## src/rtl/rs232_tx_arbiter.sv

```systemverilog
// Three-requester round-robin arbiter feeding one RS232 transmit stream.
// A grant is held until an end-of-line word, a burst limit, or a stall timeout.
module rs232_tx_arbiter #(
  parameter int unsigned      WIDTH   = 32,
  parameter int unsigned      BURST   = 64,
  parameter logic [WIDTH-1:0] EOL     = WIDTH'(32'h0000000A),
  parameter int unsigned      TIMEOUT = 1024
) (
  input  logic             clk,
  input  logic             rst,
  input  logic [WIDTH-1:0] input_0,
  input  logic [WIDTH-1:0] input_1,
  input  logic [WIDTH-1:0] input_2,
  input  logic             input_0_stb,
  input  logic             input_1_stb,
  input  logic             input_2_stb,
  output logic             input_0_ack,
  output logic             input_1_ack,
  output logic             input_2_ack,
  output logic [WIDTH-1:0] output_rs232_tx,
  output logic             output_rs232_tx_stb,
  input  logic             output_rs232_tx_ack,
  output logic [1:0]       grant
);

  typedef enum logic [1:0] {
    IDLE   = 2'd0,
    ACCEPT = 2'd1,
    SEND   = 2'd2
  } state_e;

  localparam logic [7:0]  BURST_W   = 8'(BURST);
  localparam logic [15:0] TIMEOUT_W = 16'(TIMEOUT);

  state_e           state_q, state_d;
  logic [1:0]       g_q, g_d;
  logic [1:0]       last_q, last_d;
  logic [7:0]       count_q, count_d;
  logic [15:0]      stall_q, stall_d;
  logic [WIDTH-1:0] data_q, data_d;
  logic             out_stb_q, out_stb_d;
  logic [2:0]       ack_q, ack_d;
  logic [1:0]       grant_q, grant_d;
  logic [2:0]       req_s;
  logic [WIDTH-1:0] sel_data_s;

  function automatic logic [1:0] rr_next(input logic [1:0] idx);
    rr_next = (idx == 2'd2) ? 2'd0 : idx + 2'd1;
  endfunction

  // First requester found searching last+1, last+2, last+3 (mod 3).
  function automatic logic [1:0] rr_pick(input logic [1:0] last, input logic [2:0] req);
    logic [1:0] c1, c2, c3;
    c1 = rr_next(last);
    c2 = rr_next(c1);
    c3 = rr_next(c2);
    rr_pick = req[c1] ? c1 : (req[c2] ? c2 : c3);
  endfunction

  assign req_s = {input_2_stb, input_1_stb, input_0_stb};

  // Data mux for the current owner.
  always_comb begin
    sel_data_s = input_2;
    case (g_q)
      2'd0:    sel_data_s = input_0;
      2'd1:    sel_data_s = input_1;
      default: sel_data_s = input_2;
    endcase
  end

  // Next-state logic; acks and grant are computed from the next state so they come out of flops.
  always_comb begin
    state_d   = state_q;
    g_d       = g_q;
    last_d    = last_q;
    count_d   = count_q;
    stall_d   = stall_q;
    data_d    = data_q;
    out_stb_d = out_stb_q;
    case (state_q)
      IDLE: begin
        if (|req_s) begin
          g_d     = rr_pick(last_q, req_s);
          state_d = ACCEPT;
        end else begin
          state_d = IDLE;
        end
      end
      ACCEPT: begin
        if (req_s[g_q]) begin
          data_d    = sel_data_s;
          out_stb_d = 1'b1;
          count_d   = count_q + 8'd1;
          stall_d   = 16'd0;
          state_d   = SEND;
        end else if ((stall_q + 16'd1) == TIMEOUT_W) begin
          last_d  = g_q;
          count_d = 8'd0;
          stall_d = 16'd0;
          state_d = IDLE;
        end else begin
          stall_d = stall_q + 16'd1;
        end
      end
      SEND: begin
        if (output_rs232_tx_ack) begin
          out_stb_d = 1'b0;
          if ((data_q == EOL) || (count_q == BURST_W)) begin
            last_d  = g_q;
            count_d = 8'd0;
            state_d = IDLE;
          end else begin
            state_d = ACCEPT;
          end
        end else begin
          state_d = SEND;
        end
      end
      default: begin
        out_stb_d = 1'b0;
        count_d   = 8'd0;
        stall_d   = 16'd0;
        state_d   = IDLE;
      end
    endcase

    ack_d   = 3'b000;
    grant_d = 2'd3;
    if (state_d == ACCEPT) begin
      ack_d = 3'b001 << g_d;
    end else begin
      ack_d = 3'b000;
    end
    if (state_d != IDLE) begin
      grant_d = g_d;
    end else begin
      grant_d = 2'd3;
    end
  end

  // State and output registers; reset drops any word in flight.
  always_ff @(posedge clk or negedge rst) begin
    if (!rst) begin
      state_q   <= IDLE;
      g_q       <= 2'd0;
      last_q    <= 2'd2;
      count_q   <= 8'd0;
      stall_q   <= 16'd0;
      data_q    <= {WIDTH{1'b0}};
      out_stb_q <= 1'b0;
      ack_q     <= 3'b000;
      grant_q   <= 2'd3;
    end else begin
      state_q   <= state_d;
      g_q       <= g_d;
      last_q    <= last_d;
      count_q   <= count_d;
      stall_q   <= stall_d;
      data_q    <= data_d;
      out_stb_q <= out_stb_d;
      ack_q     <= ack_d;
      grant_q   <= grant_d;
    end
  end

  assign input_0_ack         = ack_q[0];
  assign input_1_ack         = ack_q[1];
  assign input_2_ack         = ack_q[2];
  assign output_rs232_tx     = data_q;
  assign output_rs232_tx_stb = out_stb_q;
  assign grant               = grant_q;

endmodule
```

## config.mk

```make
export PLATFORM = sky130hd
export DESIGN_NAME = rs232_tx_arbiter
export DESIGN_NICKNAME = d
export VERILOG_FILES = /design/src/rtl/rs232_tx_arbiter.sv
export SDC_FILE = /design/constraint.sdc
export NUM_CORES = 1
export LEC_CHECK = 0
export CORE_MARGIN = 8
export CORE_UTILIZATION = 26
export CTS_CLUSTER_DIAMETER = 60
export CTS_CLUSTER_SIZE = 30
export DETAILED_ROUTE_END_ITERATION = 16
export DONT_BUFFER_PORTS = 1
export PLACE_DENSITY = 0.42
export SLEW_MARGIN = 20
export SYNTH_ARGS = -nofsm -noshare
export SYNTH_HDL_FRONTEND = slang
export SYNTH_SLANG_ARGS = --single-unit
```

## constraint.sdc

```tcl
create_clock -name clk -period 2.6 [get_ports clk]
set_input_delay 0.52 -clock clk [delete_from_list [all_inputs] [get_ports clk]]
set_output_delay 0.52 -clock clk [all_outputs]
set_load 0.05 [all_outputs]
```

==> reports/results.txt <==
The run gives 2.129 nW as the cell leakage power. The overall die height is 138.6 um, and the post-synthesis net count is 554. The fraction of final layout cells with drive strength greater than 1 was 19.19%; the post-layout net count was 595. For the worst setup path, the data arrival time is 2.76 ns. The maximum clock path buffer count is 2, and the period utilization is 98.25%. For the final-report hold violation count, the log shows 0. Across the VDD grid, the largest voltage drop is 412.8 uV. Clock-pin slew was measured on the worst setup and hold paths at 0.06 ns.

The kind of critical path was flop to flop. The number of placed instances, taps included is 666. The worst hold slack is 0.03479 ns.

The tools report the required time at the endpoint of the critical path as 2.81 ns. The tools report the instance count of the mapped netlist as 449. For this run, the leading register cell type out of synthesis is sky130_fd_sc_hd__dfrtp_1. Latest clock arrival within the worst-skew pair: 0.33 ns.

For flop-to-flop paths, the worst setup slack is 0.05 ns. STA classifies the critical path startpoint as a flop. The logs give 1534 for the count of filler cells inserted in the layout and 0 for the number of diodes.

Setup repair after global routing could not meet its margin everywhere. The total setup buffers inserted after CTS is 0, and the count of vias placed by the detailed router is 3351. Counting flops and latches in the post-synthesis netlist gives 68. The count of nets left with antenna violations once routing finished came out at 0. The logs give 11.20 mm for the total length of routed wires and 11.61% for the global router's overall resource usage. After synthesis the cells add up to 0.003907 mm^2.

The count of buffer and inverter cells on the critical path came out at 0. Entering global routing, the biggest net connects 66 pins. In this run the critical register-to-register path is captured at last_q[0].

The via count of the first global-routing pass is 3421, and the half-perimeter wire length after placement is 8.465 mm. The path class of the tightest hold or removal check is input pin to async pin. On the critical path the largest part of the delay comes from simple AND/OR/NAND/NOR gates. The run gives 0.01492 mm^2 as the area of the core region. The Yosys step of the flow raised 0 warnings.

The signal on the critical path passes through ha_4 -> and3_1 -> or4_4 -> a211oi_2 -> o2bb2ai_2 -> or2_4 -> o32a_4 -> mux2_4. The area growth from synthesis to layout is 24.56%. Using the TritonRoute via totals, the vias-per-cell ratio works out to 4.906. The final standard cell count with taps included and fillers excluded is 683, and the clock skew is 0.007332 ns. The die outline width is 138.6 um, and the number of DRC markers in iteration 0 is 157. CTS built an H-tree with a depth of 3.

140 I/O pins were placed. Counting flops with an async set or reset pin after synthesis yields a share of 100.0%. The count of final max-slew check failures was 0; the power density over the cells was 1308 mW/mm^2.

The area taken by flip-flops and latches came out at 0.001713 mm^2. The count of input and output buffers works out to 0. The cell at the slowest stage of the critical path is sky130_fd_sc_hd__dfrtp_2. The per-instance average area after synthesis is 8.703 um^2. Counting cells, the worst reg-to-reg path comes to 8. The number of enable-type register cells in the synthesized netlist was 0; the post-layout minimum cycle time was 2.555 ns. The starting density of the core was 26.19%.

The run finished with clean final reports. TritonCTS built the clock tree. The total grt overflow is 0, and the highest attainable clock frequency is 391.5 MHz.

Routed wire length per instance: 16.39 um. The number of antenna violations at the first check in global routing came out at 0. Setup violations remaining at the end of the flow were counted as 0. Sequential cells were found to cover 43.64% of the synthesized design area.

The first global-routing pass estimated 18.43 mm of wire. The multi-input combinational cells in the finished layout cover a total of 0.002056 mm^2. The first detailed-routing pass ran for 5 iterations.

For the headroom to the max-slew limit, the log shows 61.19%. The logs give 9 for the total clock buffers created by CTS and 45 for the row count. The tools report the count of clock tree sinks as 68. The global placement routability congestion came out at 0.8095.

The tools report the kind of capture point of the worst setup path as a flop. The clock tree root buffer cell is sky130_fd_sc_hd__clkbuf_16. In this run the critical register-to-register path is launched from stall_q[1]. For this run, design rule violations remaining after detail routing come to 0.

The largest fanout on the critical path was 5. The floorplan step defined a die boundary enclosing 0.01921 mm^2. The slew of the pin with the lowest slew margin is 0.5821 ns. The number of maximum-capacitance violations was 0; the count of distinct cell types in the synthesized netlist was 55. The delay of the slowest cell on the worst path came out at 0.42 ns.
## through the flow
step                  TNS, ns  total power [W]  utilization [%]  worst slack, ns  area (um^2)
global route        -0.008705         0.006819            32.62        -0.008705         4867
finish                      0         0.006366            32.62          0.04547         4867
global placement            0         0.004934            30.07           0.1117         4487
CTS                         0         0.006476            32.60          0.04482         4865
floorplan                   0         0.004028                -          0.02024         3930
detailed placement          0         0.004979            30.07          0.06634         4487
## synth_stat cells (6+ instances only)
master | instances | share of area (%)
sky130_fd_sc_hd__nor4_1 | 13 | 2.1
sky130_fd_sc_hd__a21oi_1 | 41 | 5.3
sky130_fd_sc_hd__nor3_1 | 9 | 1.2
sky130_fd_sc_hd__nor2_1 | 45 | 4.3
sky130_fd_sc_hd__dfrtp_1 | 65 | 42
sky130_fd_sc_hd__o21ai_0 | 51 | 6.5
sky130_fd_sc_hd__nand3_1 | 15 | 1.9
sky130_fd_sc_hd__nand4_1 | 6 | 0.96
sky130_fd_sc_hd__mux2i_1 | 36 | 9.2
sky130_fd_sc_hd__nand2_1 | 48 | 4.6
sky130_fd_sc_hd__clkbuf_1 | 20 | 1.9
sky130_fd_sc_hd__inv_1 | 15 | 1.4
## worst max-delay path by stage
stage | start | end | slack [ns] | depth (start not counted)
floorplan | stall_q[0] | last_q[0] | 0.02 | 9
global placement | stall_q[0] | last_q[0] | 0.11 | 8
detailed placement | stall_q[0] | last_q[0] | 0.07 | 8
CTS | stall_q[1] | last_q[0] | 0.04 | 8
global route | stall_q[1] | last_q[0] | -0.009 | 8
finish | stall_q[1] | last_q[0] | 0.05 | 8
## logic make-up (layout without fill, tap and decap cells)
logic type / Yosys count / count (layout) / share of synthesized area, %
AOI/OAI and AO/OA: 126 / 126 / 18.92
xor gates and xnor gates: 2 / 2 / 0.4484
adders and majority gates: 3 / 3 / 0.9607
buffers and inverters: 42 / 88 / 4.226
DFF: 68 / 68 / 43.64
muxes: 39 / 39 / 10.28
and+or+nand+nor: 169 / 169 / 21.52
## cell usage in the layout (no fill, tap or decap), types with 3 or more instances in the layout
cell,instances
sky130_fd_sc_hd__a21o_1,4
sky130_fd_sc_hd__a21oi_1,41
sky130_fd_sc_hd__a31oi_1,3
sky130_fd_sc_hd__and3_1,5
sky130_fd_sc_hd__buf_4,54
sky130_fd_sc_hd__bufinv_16,3
sky130_fd_sc_hd__clkbuf_16,9
sky130_fd_sc_hd__dfrtp_1,59
sky130_fd_sc_hd__dfrtp_2,6
sky130_fd_sc_hd__dfstp_2,3
sky130_fd_sc_hd__inv_1,15
sky130_fd_sc_hd__mux2i_1,36
sky130_fd_sc_hd__nand2_1,48
sky130_fd_sc_hd__nand2b_1,5
sky130_fd_sc_hd__nand3_1,15
sky130_fd_sc_hd__nand4_1,6
sky130_fd_sc_hd__nor2_1,45
sky130_fd_sc_hd__nor3_1,9
sky130_fd_sc_hd__nor3b_1,5
sky130_fd_sc_hd__nor4_1,13
sky130_fd_sc_hd__o211ai_1,3
sky130_fd_sc_hd__o21ai_0,51
sky130_fd_sc_hd__o21ai_1,5
sky130_fd_sc_hd__o2bb2ai_1,3
sky130_fd_sc_hd__or3_1,4
## report_power, final
part	switching (W)	internal, W	leakage (nW)
clock network	0.000474	0.000963	0.169
registers	0.000366	0.00143	0.869
logic	0.00212	0.00101	1.09
## area by class of cell
| cell class | count | area share, % |
|---|---|---|
| multi-input cells | 339 | 42.24 |
| flip-flops and latches | 68 | 35.19 |
| repair buffers | 56 | 9.306 |
| clock buffers | 10 | 4.910 |
| well taps | 188 | 4.833 |
| clock inverters | 6 | 2.288 |
| inverters | 16 | 1.234 |
## registers in the layout, indices dropped and copies added (netlist names)
| register | count |
|---|---|
| last_q | 2 |
| state_q | 2 |
| grant | 2 |
| output_rs232_tx_stb | 1 |
| ack_q | 3 |
| stall_q | 16 |
| count_q | 8 |
| output_rs232_tx | 32 |
| g_q | 2 |
## layer usage
metal | up-vias | routed length [um] | GRT usage, %
li1 | 1703 | - | -
met4 | 0 | 154 | 3.719
met5 | - | 0 | 0
met1 | 1550 | 4912 | 14.09
met3 | 8 | 712 | 3.288
met2 | 90 | 5416 | 19.41
## what timing repair did
item,CTS,global route
hold endpoints to repair,65,0
hold buffers,1,0
setup endpoints to repair,0,5
resized for setup,0,2
Power figures use the tool's default switching activity.
